<file path="config.mk">
export PLATFORM = sky130hd
export DESIGN_NAME = spi_cmd_ctrl
export DESIGN_NICKNAME = d
export VERILOG_FILES = /design/src/rtl/spi_cmd_ctrl.sv
export SDC_FILE = /design/constraint.sdc
export NUM_CORES = 1
export LEC_CHECK = 0
export ABC_AREA = 1
export BUFFER_PORTS_ARGS = -buffer_cell sky130_fd_sc_hd__buf_4
export CORE_MARGIN = 2
export CORE_UTILIZATION = 45
export CTS_CLUSTER_DIAMETER = 150
export DETAILED_ROUTE_END_ITERATION = 6
export PLACE_DENSITY = 0.83
export SETUP_SLACK_MARGIN = 0.1
export SLEW_MARGIN = 10
export SYNTH_ARGS = -nofsm -noshare
export SYNTH_HDL_FRONTEND = slang
export SYNTH_SLANG_ARGS = --single-unit
</file>
<file path="constraint.sdc">
create_clock -name clk_i -period 2.5 [get_ports clk_i]
set_input_delay 0.375 -clock clk_i [delete_from_list [all_inputs] [get_ports clk_i]]
set_output_delay 0.375 -clock clk_i [all_outputs]
set_load 0.02 [all_outputs]
</file>
<file path="src/rtl/spi_cmd_ctrl.sv">
// ---------------------------------------------------------------------------
// spi_cmd_ctrl
// Turns a byte stream from an SPI slave into register-bus transactions.
// The first byte of a frame is a command: bit 7 selects write (1) or read
// (0), bits 6:0 the start address. Writes take one data byte per bus write;
// reads return data through the SPI slave, one bus read per dummy byte.
// Bursts step the address by AUTO_INC (7-bit wrap).
//
// Ports
//   clk_i, rst_i          clock, synchronous active-high reset
//   cs_i                  raw SPI chip select (active-low, asynchronous)
//   rx_dv_i, rx_byte_i    received-byte strobe and data from the SPI slave
//   tx_dv_o, tx_byte_o    load strobe and next MISO byte to the SPI slave
//   bus_req_o/bus_gnt_i   register-bus request/grant handshake
//   bus_rvalid_i          bus response (reads and writes)
//   bus_we_o, bus_addr_o, bus_wdata_o, bus_rdata_i   bus command and data
//   busy_o                FSM is not IDLE
//   overrun_o             sticky: a received byte was dropped this frame
// ---------------------------------------------------------------------------
module spi_cmd_ctrl #(
    parameter int         AUTO_INC    = 1,
    parameter logic [7:0] STATUS_BYTE = 8'hA5
) (
    input  logic       clk_i,
    input  logic       rst_i,
    input  logic       cs_i,
    input  logic       rx_dv_i,
    input  logic [7:0] rx_byte_i,
    output logic       tx_dv_o,
    output logic [7:0] tx_byte_o,
    output logic       bus_req_o,
    input  logic       bus_gnt_i,
    input  logic       bus_rvalid_i,
    output logic       bus_we_o,
    output logic [6:0] bus_addr_o,
    output logic [7:0] bus_wdata_o,
    input  logic [7:0] bus_rdata_i,
    output logic       busy_o,
    output logic       overrun_o
);

    localparam logic [6:0] ADDR_INC = 7'(AUTO_INC);

    typedef enum logic [2:0] {
        IDLE, CMD, WDATA, WR_REQ, WR_WAIT, RD_REQ, RD_WAIT, RD_NEXT
    } state_t;

    state_t     r_state;
    logic       r_cs_meta;
    logic       r_cs_s;
    logic [6:0] r_addr;
    logic [7:0] r_wdata;
    logic [7:0] r_tx_byte;
    logic       r_bus_req;
    logic       r_bus_we;
    logic       r_overrun;
    // Chip select went high during a bus transaction: finish it, then idle.
    logic       r_abort;

    logic       w_frame_start;
    logic       w_rd_done;

    // tx_dv_o has to coincide with the cycle that starts the frame or sees
    // the read response, so both strobes are decoded from the current state
    // and inputs; tx_byte_o presents the new byte in that same cycle and the
    // register keeps it afterwards.
    assign w_frame_start = (r_state == IDLE) && !r_cs_s;
    assign w_rd_done     = (r_state == RD_WAIT) && bus_rvalid_i && !(r_abort || r_cs_s);

    assign tx_dv_o     = w_frame_start || w_rd_done;
    assign tx_byte_o   = w_frame_start ? STATUS_BYTE :
                         w_rd_done     ? bus_rdata_i : r_tx_byte;
    assign bus_req_o   = r_bus_req;
    assign bus_we_o    = r_bus_we;
    assign bus_addr_o  = r_addr;
    assign bus_wdata_o = r_wdata;
    assign busy_o      = (r_state != IDLE);
    assign overrun_o   = r_overrun;

    always_ff @(posedge clk_i) begin
        if (rst_i) begin
            r_state   <= IDLE;
            r_cs_meta <= 1'b1;
            r_cs_s    <= 1'b1;
            r_addr    <= 7'h00;
            r_wdata   <= 8'h00;
            r_tx_byte <= 8'h00;
            r_bus_req <= 1'b0;
            r_bus_we  <= 1'b0;
            r_overrun <= 1'b0;
            r_abort   <= 1'b0;
        end else begin
            r_cs_meta <= cs_i;
            r_cs_s    <= r_cs_meta;

            case (r_state)
                IDLE: begin
                    r_abort <= 1'b0;
                    if (!r_cs_s) begin
                        r_state   <= CMD;
                        r_tx_byte <= STATUS_BYTE;
                        r_overrun <= 1'b0;
                    end
                end

                // Chip-select release takes priority over a coincident byte.
                CMD: begin
                    if (r_cs_s) begin
                        r_state <= IDLE;
                    end else if (rx_dv_i) begin
                        r_addr <= rx_byte_i[6:0];
                        if (rx_byte_i[7]) begin
                            r_state <= WDATA;
                        end else begin
                            r_state   <= RD_REQ;
                            r_bus_req <= 1'b1;
                            r_bus_we  <= 1'b0;
                        end
                    end
                end

                WDATA: begin
                    if (r_cs_s) begin
                        r_state <= IDLE;
                    end else if (rx_dv_i) begin
                        r_wdata   <= rx_byte_i;
                        r_state   <= WR_REQ;
                        r_bus_req <= 1'b1;
                        r_bus_we  <= 1'b1;
                    end
                end

                // Bus phases: incoming bytes cannot be taken and are dropped.
                WR_REQ, RD_REQ: begin
                    if (rx_dv_i) r_overrun <= 1'b1;
                    if (r_cs_s)  r_abort   <= 1'b1;
                    if (bus_gnt_i) begin
                        r_bus_req <= 1'b0;
                        r_state   <= (r_state == WR_REQ) ? WR_WAIT : RD_WAIT;
                    end
                end

                WR_WAIT: begin
                    if (rx_dv_i) r_overrun <= 1'b1;
                    if (r_cs_s)  r_abort   <= 1'b1;
                    if (bus_rvalid_i) begin
                        r_addr  <= r_addr + ADDR_INC;
                        r_state <= (r_abort || r_cs_s) ? IDLE : WDATA;
                    end
                end

                RD_WAIT: begin
                    if (rx_dv_i) r_overrun <= 1'b1;
                    if (r_cs_s)  r_abort   <= 1'b1;
                    if (bus_rvalid_i) begin
                        if (r_abort || r_cs_s) begin
                            r_state <= IDLE;
                        end else begin
                            r_tx_byte <= bus_rdata_i;
                            r_state   <= RD_NEXT;
                        end
                    end
                end

                // The dummy byte that shifted out the read data starts the
                // next read of the burst; its value is irrelevant.
                RD_NEXT: begin
                    if (r_cs_s) begin
                        r_state <= IDLE;
                    end else if (rx_dv_i) begin
                        r_addr    <= r_addr + ADDR_INC;
                        r_state   <= RD_REQ;
                        r_bus_req <= 1'b1;
                        r_bus_we  <= 1'b0;
                    end
                end

                default: r_state <= IDLE;
            endcase
        end
    end

endmodule

</file>
======== Word level (Yosys, flattened, before mapping) ========
Cells that the tools add are included.
storage, ports and cells
  register bits after elaboration ......... 32
  input port bits ......................... 22
  output and inout bits ................... 28
  word-level logic and storage cells ...... 107
cells by class
  add/subtract/negate cells ............... 1
  equality and inequality tests ........... 26
  multiplexer cells ....................... 44
  bitwise operators ....................... 1
  reductions and logical operators ........ 25
operators by type and width
  cell                                           count
  2-to-1 mux 8 bit                               5
  2-to-1 mux 3 bit                               12
  2-to-1 mux 7 bit                               5
  != test 2 bit, second input constant           13
  one-hot mux 3 bit (7 select lines)             1
  one-hot mux 7 bit (3 select lines)             1
  one-hot mux 8 bit (2 select lines)             1
  AND reduction 7 bit                            2
  2-to-1 mux 1 bit                               13
  == test 3 bit, second input constant           4
  nonzero test 3 bit                             4
  != test 3 bit, second input constant           3
  AND reduction 8 bit                            1
  adder 7 x 1 -> 7 bit, second input constant    1
  == test 3 x 2 -> 1 bit, second input constant  2
  != test 2 x 1 -> 1 bit, second input constant  3
  one-hot mux 1 bit (3 select lines)             2
  AND reduction 3 bit                            2
  AND reduction 6 bit                            1
  2-to-1 mux 2 bit                               2
  one-hot mux 1 bit (2 select lines)             2
  AND reduction 4 bit                            1
  nonzero test 2 bit                             2
  OR reduction 2 bit                             2
  other kinds (8)                                12

======== Logic depth before layout (Yosys ltp) ========
  word-level depth ........................ 5
  depth in mapped cells ................... 10
  mapped depth without buffers ............ 9

======== Worst setup path before layout ========
No wires, ideal clock.
  kind .................................... register to output
  from .................................... register r_state[1]
  to ...................................... output port tx_byte_o[1]
  data arrival time ....................... 1.336 ns
  required time ........................... 2.125 ns
  path slack .............................. 0.789 ns
  cell stages (with the launch flop) ...... 8
  path buffers ............................ 1
  cells stage by stage .................... dfxtp_1 -> buf_4 -> inv_2 -> nor2_4 -> nand4_4 -> nand2_2 -> nor2_1 -> nor2_1
between the ends
  longest elaborated chain between the ends .. 5
  elaborated cells between the ends (all ways) .. 7
  classes of those cells .................. eq/ne (1); mux (2); reduce/logical (4)
RTL lines
  item                            RTL line  source
  start, declared                 48        state_t r_state;
  start signal, assigned          139       r_state <= (r_state == WR_REQ) ? WR_WAIT : RD_WAIT;
  start signal, assigned          148       r_state <= (r_abort || r_cs_s) ? IDLE : WDATA;
  == test 3 bit                   68        assign w_rd_done = (r_state == RD_WAIT) && bus_rvalid_i && !(r_abort || r_cs_s);
  logical AND 1 bit (2 in a row)  68
  2-to-1 mux 8 bit                72        w_rd_done ? bus_rdata_i : r_tx_byte;
  2-to-1 mux 8 bit (*)            71        assign tx_byte_o = w_frame_start ? STATUS_BYTE :
  end, declared                   30        output logic [7:0] tx_byte_o,
Mark *: on every way between the ends. The rest lies on a longest branch, timed or not.

======== Worst setup path in the final report ========
  from .................................... register r_state[0]
  to ...................................... output port tx_byte_o[1]
The elaborated chain is that of the path after synthesis.

==> out/metrics.cfg <==
[timing]
holdWs_ns = 0.279
tns_ns = 0
rsz0062_at_grt = false
skew_ns = 0.00890
finalSetupViolations = 0
final_hold_viol_count = 0
timing.final.crit_share_pct = 89.2
min_period_ns = 2.23
fmax_mhz = 448
slew-limit-headroom_pct = 63.0
worst_pin_slew_ns = 0.555
slew_violations = 0

[floorplanning]
dieArea_mm2 = 0.00430
floorplan.initialDensity_pct = 46.6
fp.dieW_um = 65.6
num_rows = 22
io_pins = 50
die_y_um = 65.6
core-area_mm2 = 0.00366

[detailed_routing]
drtIter0Drc = 147
vias_per_cell = 5.20
antenna_left = 0
routedWlPerCell_um = 12.3
firstDrtPassIters = 5
routed_wl_mm = 4.23
drcViolationCount = 0
vias = 1785

[power_and_ir_drop]
p_int_mw = 1.29
p_sw_share_pct = 39.9
seqPwrFrac_pct = 33.4
vdd_drop_max_mv = 0.544
p_comb_share_pct = 41.3
clkPwrFrac_pct = 25.3
p_switching_mw = 0.859
p_leak_nw = 1.05
powerDensity_mw_per_mm2 = 971

[cts]
postCtsSetupBuffers = 0
clock_path_buffers = 2
numCtsBuffers = 5
clkSlewWorstSetupHoldPaths_ns = 0.07
clock_sink_count = 32
clk-insertion-delay-late_ns = 0.29
cts_tree = done
h-tree-depth = 2
clock-root-buffer = clkbuf_8

[critical_path]
crit_path_end = tx_byte_o[1]
critPathRequiredTime_ns = 2.12
endpoint_kind = primary output
rr_startpoint = r_state[0]
worstPathMaxFanout = 14
r2r_end = r_state[2]
r2r_setup_slack_ns = 0.87
reg2reg_depth = 7
critPathArrivalTime_ns = 1.86
crit_start = r_state[0]
critPathKind = register to primary output
cp-start-kind = register

[global_route]
grt_pass1_wl_mm = 7.09
grt_usage_pct = 21.3
overflow = 0
grt_max_degree = 21
antenna_found_initial = 0
first_global_vias = 1589

[place]
io_buffers = 49
place_hpwl_mm = 3.09
gp_congestion = 0.909

[synthesis]
syn_area_mm2 = 0.00171
synth_cells = 245
avgSynthCellArea_um2 = 6.97
yosys_register_bits = 32
yosysSeqAreaShare_pct = 37.5
synth_warnings = 0
synth_nets = 268
yosysUniqueCellTypes = 27

[finish]
layout_common_cells = nand2_1, buf_4, nor2_1, dfxtp_1, nand3_1
area_delta_synth_final_pct = 29.8
nets = 317
diodes = 0
layout-drive-gt1-share_pct = 27.5
final_common_cell = nand2_1

[status]
outcome = finished clean

[min_path]
hold_class = input pin to register
hold_path_depth = 2

[flow_run]
maxCapViolations = 0

## sequential cells by signal, summed over array words and instances (netlist names)
| name | cells |
|---|---|
| bus_addr_o | 7 |
| bus_req_o | 1 |
| bus_wdata_o | 8 |
| bus_we_o | 1 |
| overrun_o | 1 |
| r_abort | 1 |
| r_cs_meta | 1 |
| r_cs_s | 1 |
| r_state | 3 |
| r_tx_byte | 8 |
## synthesized netlist by cell type
| library cell | n | area share, % |
|---|---|---|
| clkbuf_1 | 3 | 0.66 |
| o21ai_0 | 16 | 4.7 |
| nand4_1 | 2 | 0.73 |
| buf_4 | 2 | 0.88 |
| a22oi_1 | 1 | 0.44 |
| a31oi_1 | 5 | 1.8 |
| nand3_1 | 25 | 7.3 |
| nor2_2 | 1 | 0.37 |
| nand3_4 | 3 | 3.1 |
| xnor2_1 | 1 | 0.51 |
| dfxtp_1 | 32 | 38 |
| nand2_1 | 54 | 12 |
| nor2_4 | 3 | 2.0 |
| buf_6 | 2 | 1.3 |
| a21oi_1 | 12 | 3.5 |
| nand3_2 | 4 | 2.3 |
| ha_1 | 1 | 0.73 |
| inv_1 | 13 | 2.9 |
| nand4_4 | 1 | 1.2 |
| o21bai_1 | 2 | 0.88 |
| nor2_1 | 41 | 9.0 |
| or2_2 | 2 | 0.73 |
| o21ai_1 | 6 | 1.8 |
| buf_2 | 1 | 0.29 |
| inv_2 | 5 | 1.1 |
| nand2_2 | 3 | 1.1 |
| nor3_1 | 4 | 1.2 |
## cell families (layout without fill, tap and decap cells)
logic type / count (synthesis) / after routing / share of synthesized area (%)
buffers and inverters: 26 / 76 / 7.11
AND/OR/NAND/NOR: 143 / 143 / 41.0
XOR/XNOR: 1 / 1 / 0.513
AO/OA/AOI/OAI: 42 / 42 / 13.1
flip-flops: 32 / 32 / 37.5
adder cells (fa/ha/maj): 1 / 1 / 0.733
## worst max-delay path, stage by stage (launching register included)
cell and delay (ns):
dfxtp_1 0.48, nor2_4 0.24, nand3_2 0.27, nand2_2 0.21, nor2_1 0.08, nor2_1 0.13, buf_4 0.16
## power by group through the flow
stage | registers, mW | clock network, mW | logic (mW)
CTS | 0.718 | 0.558 | 0.884
floorplan | 0.733 | 0 | 0.621
global placement | 0.725 | 0 | 0.861
global route | 0.735 | 0.575 | 0.975
finish | 0.719 | 0.544 | 0.888
detailed placement | 0.729 | 0 | 0.875
## area by class of cell
class                      instances  area [um2]
clock buffer                       7        96.3
clock inverter                     1        30.0
fill                             337        1450
inverter                          18        67.6
multi-input combinational        187         945
sequential                        32         642
tap                               48        60.1
timing repair buffer              50         375
## per-layer routing
layer | global-route usage (%) | part of all wire (%) | vias up
li1 | - | - | 911
met1 | 28.3 | 46 | 803
met3 | 4.79 | 5.2 | 8
met2 | 32.8 | 47 | 63
met5 | 0 | 0 | -
met4 | 9.90 | 1.7 | 0
## per-stage QoR
stage	cell area, um2	setup slack, ns	cells	util (%)	power, mW
floorplan	1710	0.789	245	-	1.35
global placement	2090	0.652	335	57.0	1.59
detailed placement	2090	0.545	335	57.0	1.60
CTS	2210	0.209	343	60.5	2.16
global route	2220	0.174	343	60.5	2.29
finish	2220	0.269	343	60.5	2.15
## repair_timing
item	CTS	global route
endpoints found under the setup margin	0	4
gates resized for setup	0	1
hold buffers	0	0
## how the worst min path moves through the flow
stage / endpoint / slack, ns / start
detailed placement: r_cs_s / 0.39 / r_cs_meta
finish: r_cs_meta / 0.28 / cs_i
global route: r_cs_meta / 0.26 / cs_i
floorplan: r_cs_s / 0.39 / r_cs_meta
global placement: r_cs_s / 0.39 / r_cs_meta
CTS: r_cs_meta / 0.27 / cs_i
Power figures use the tool's default switching activity.
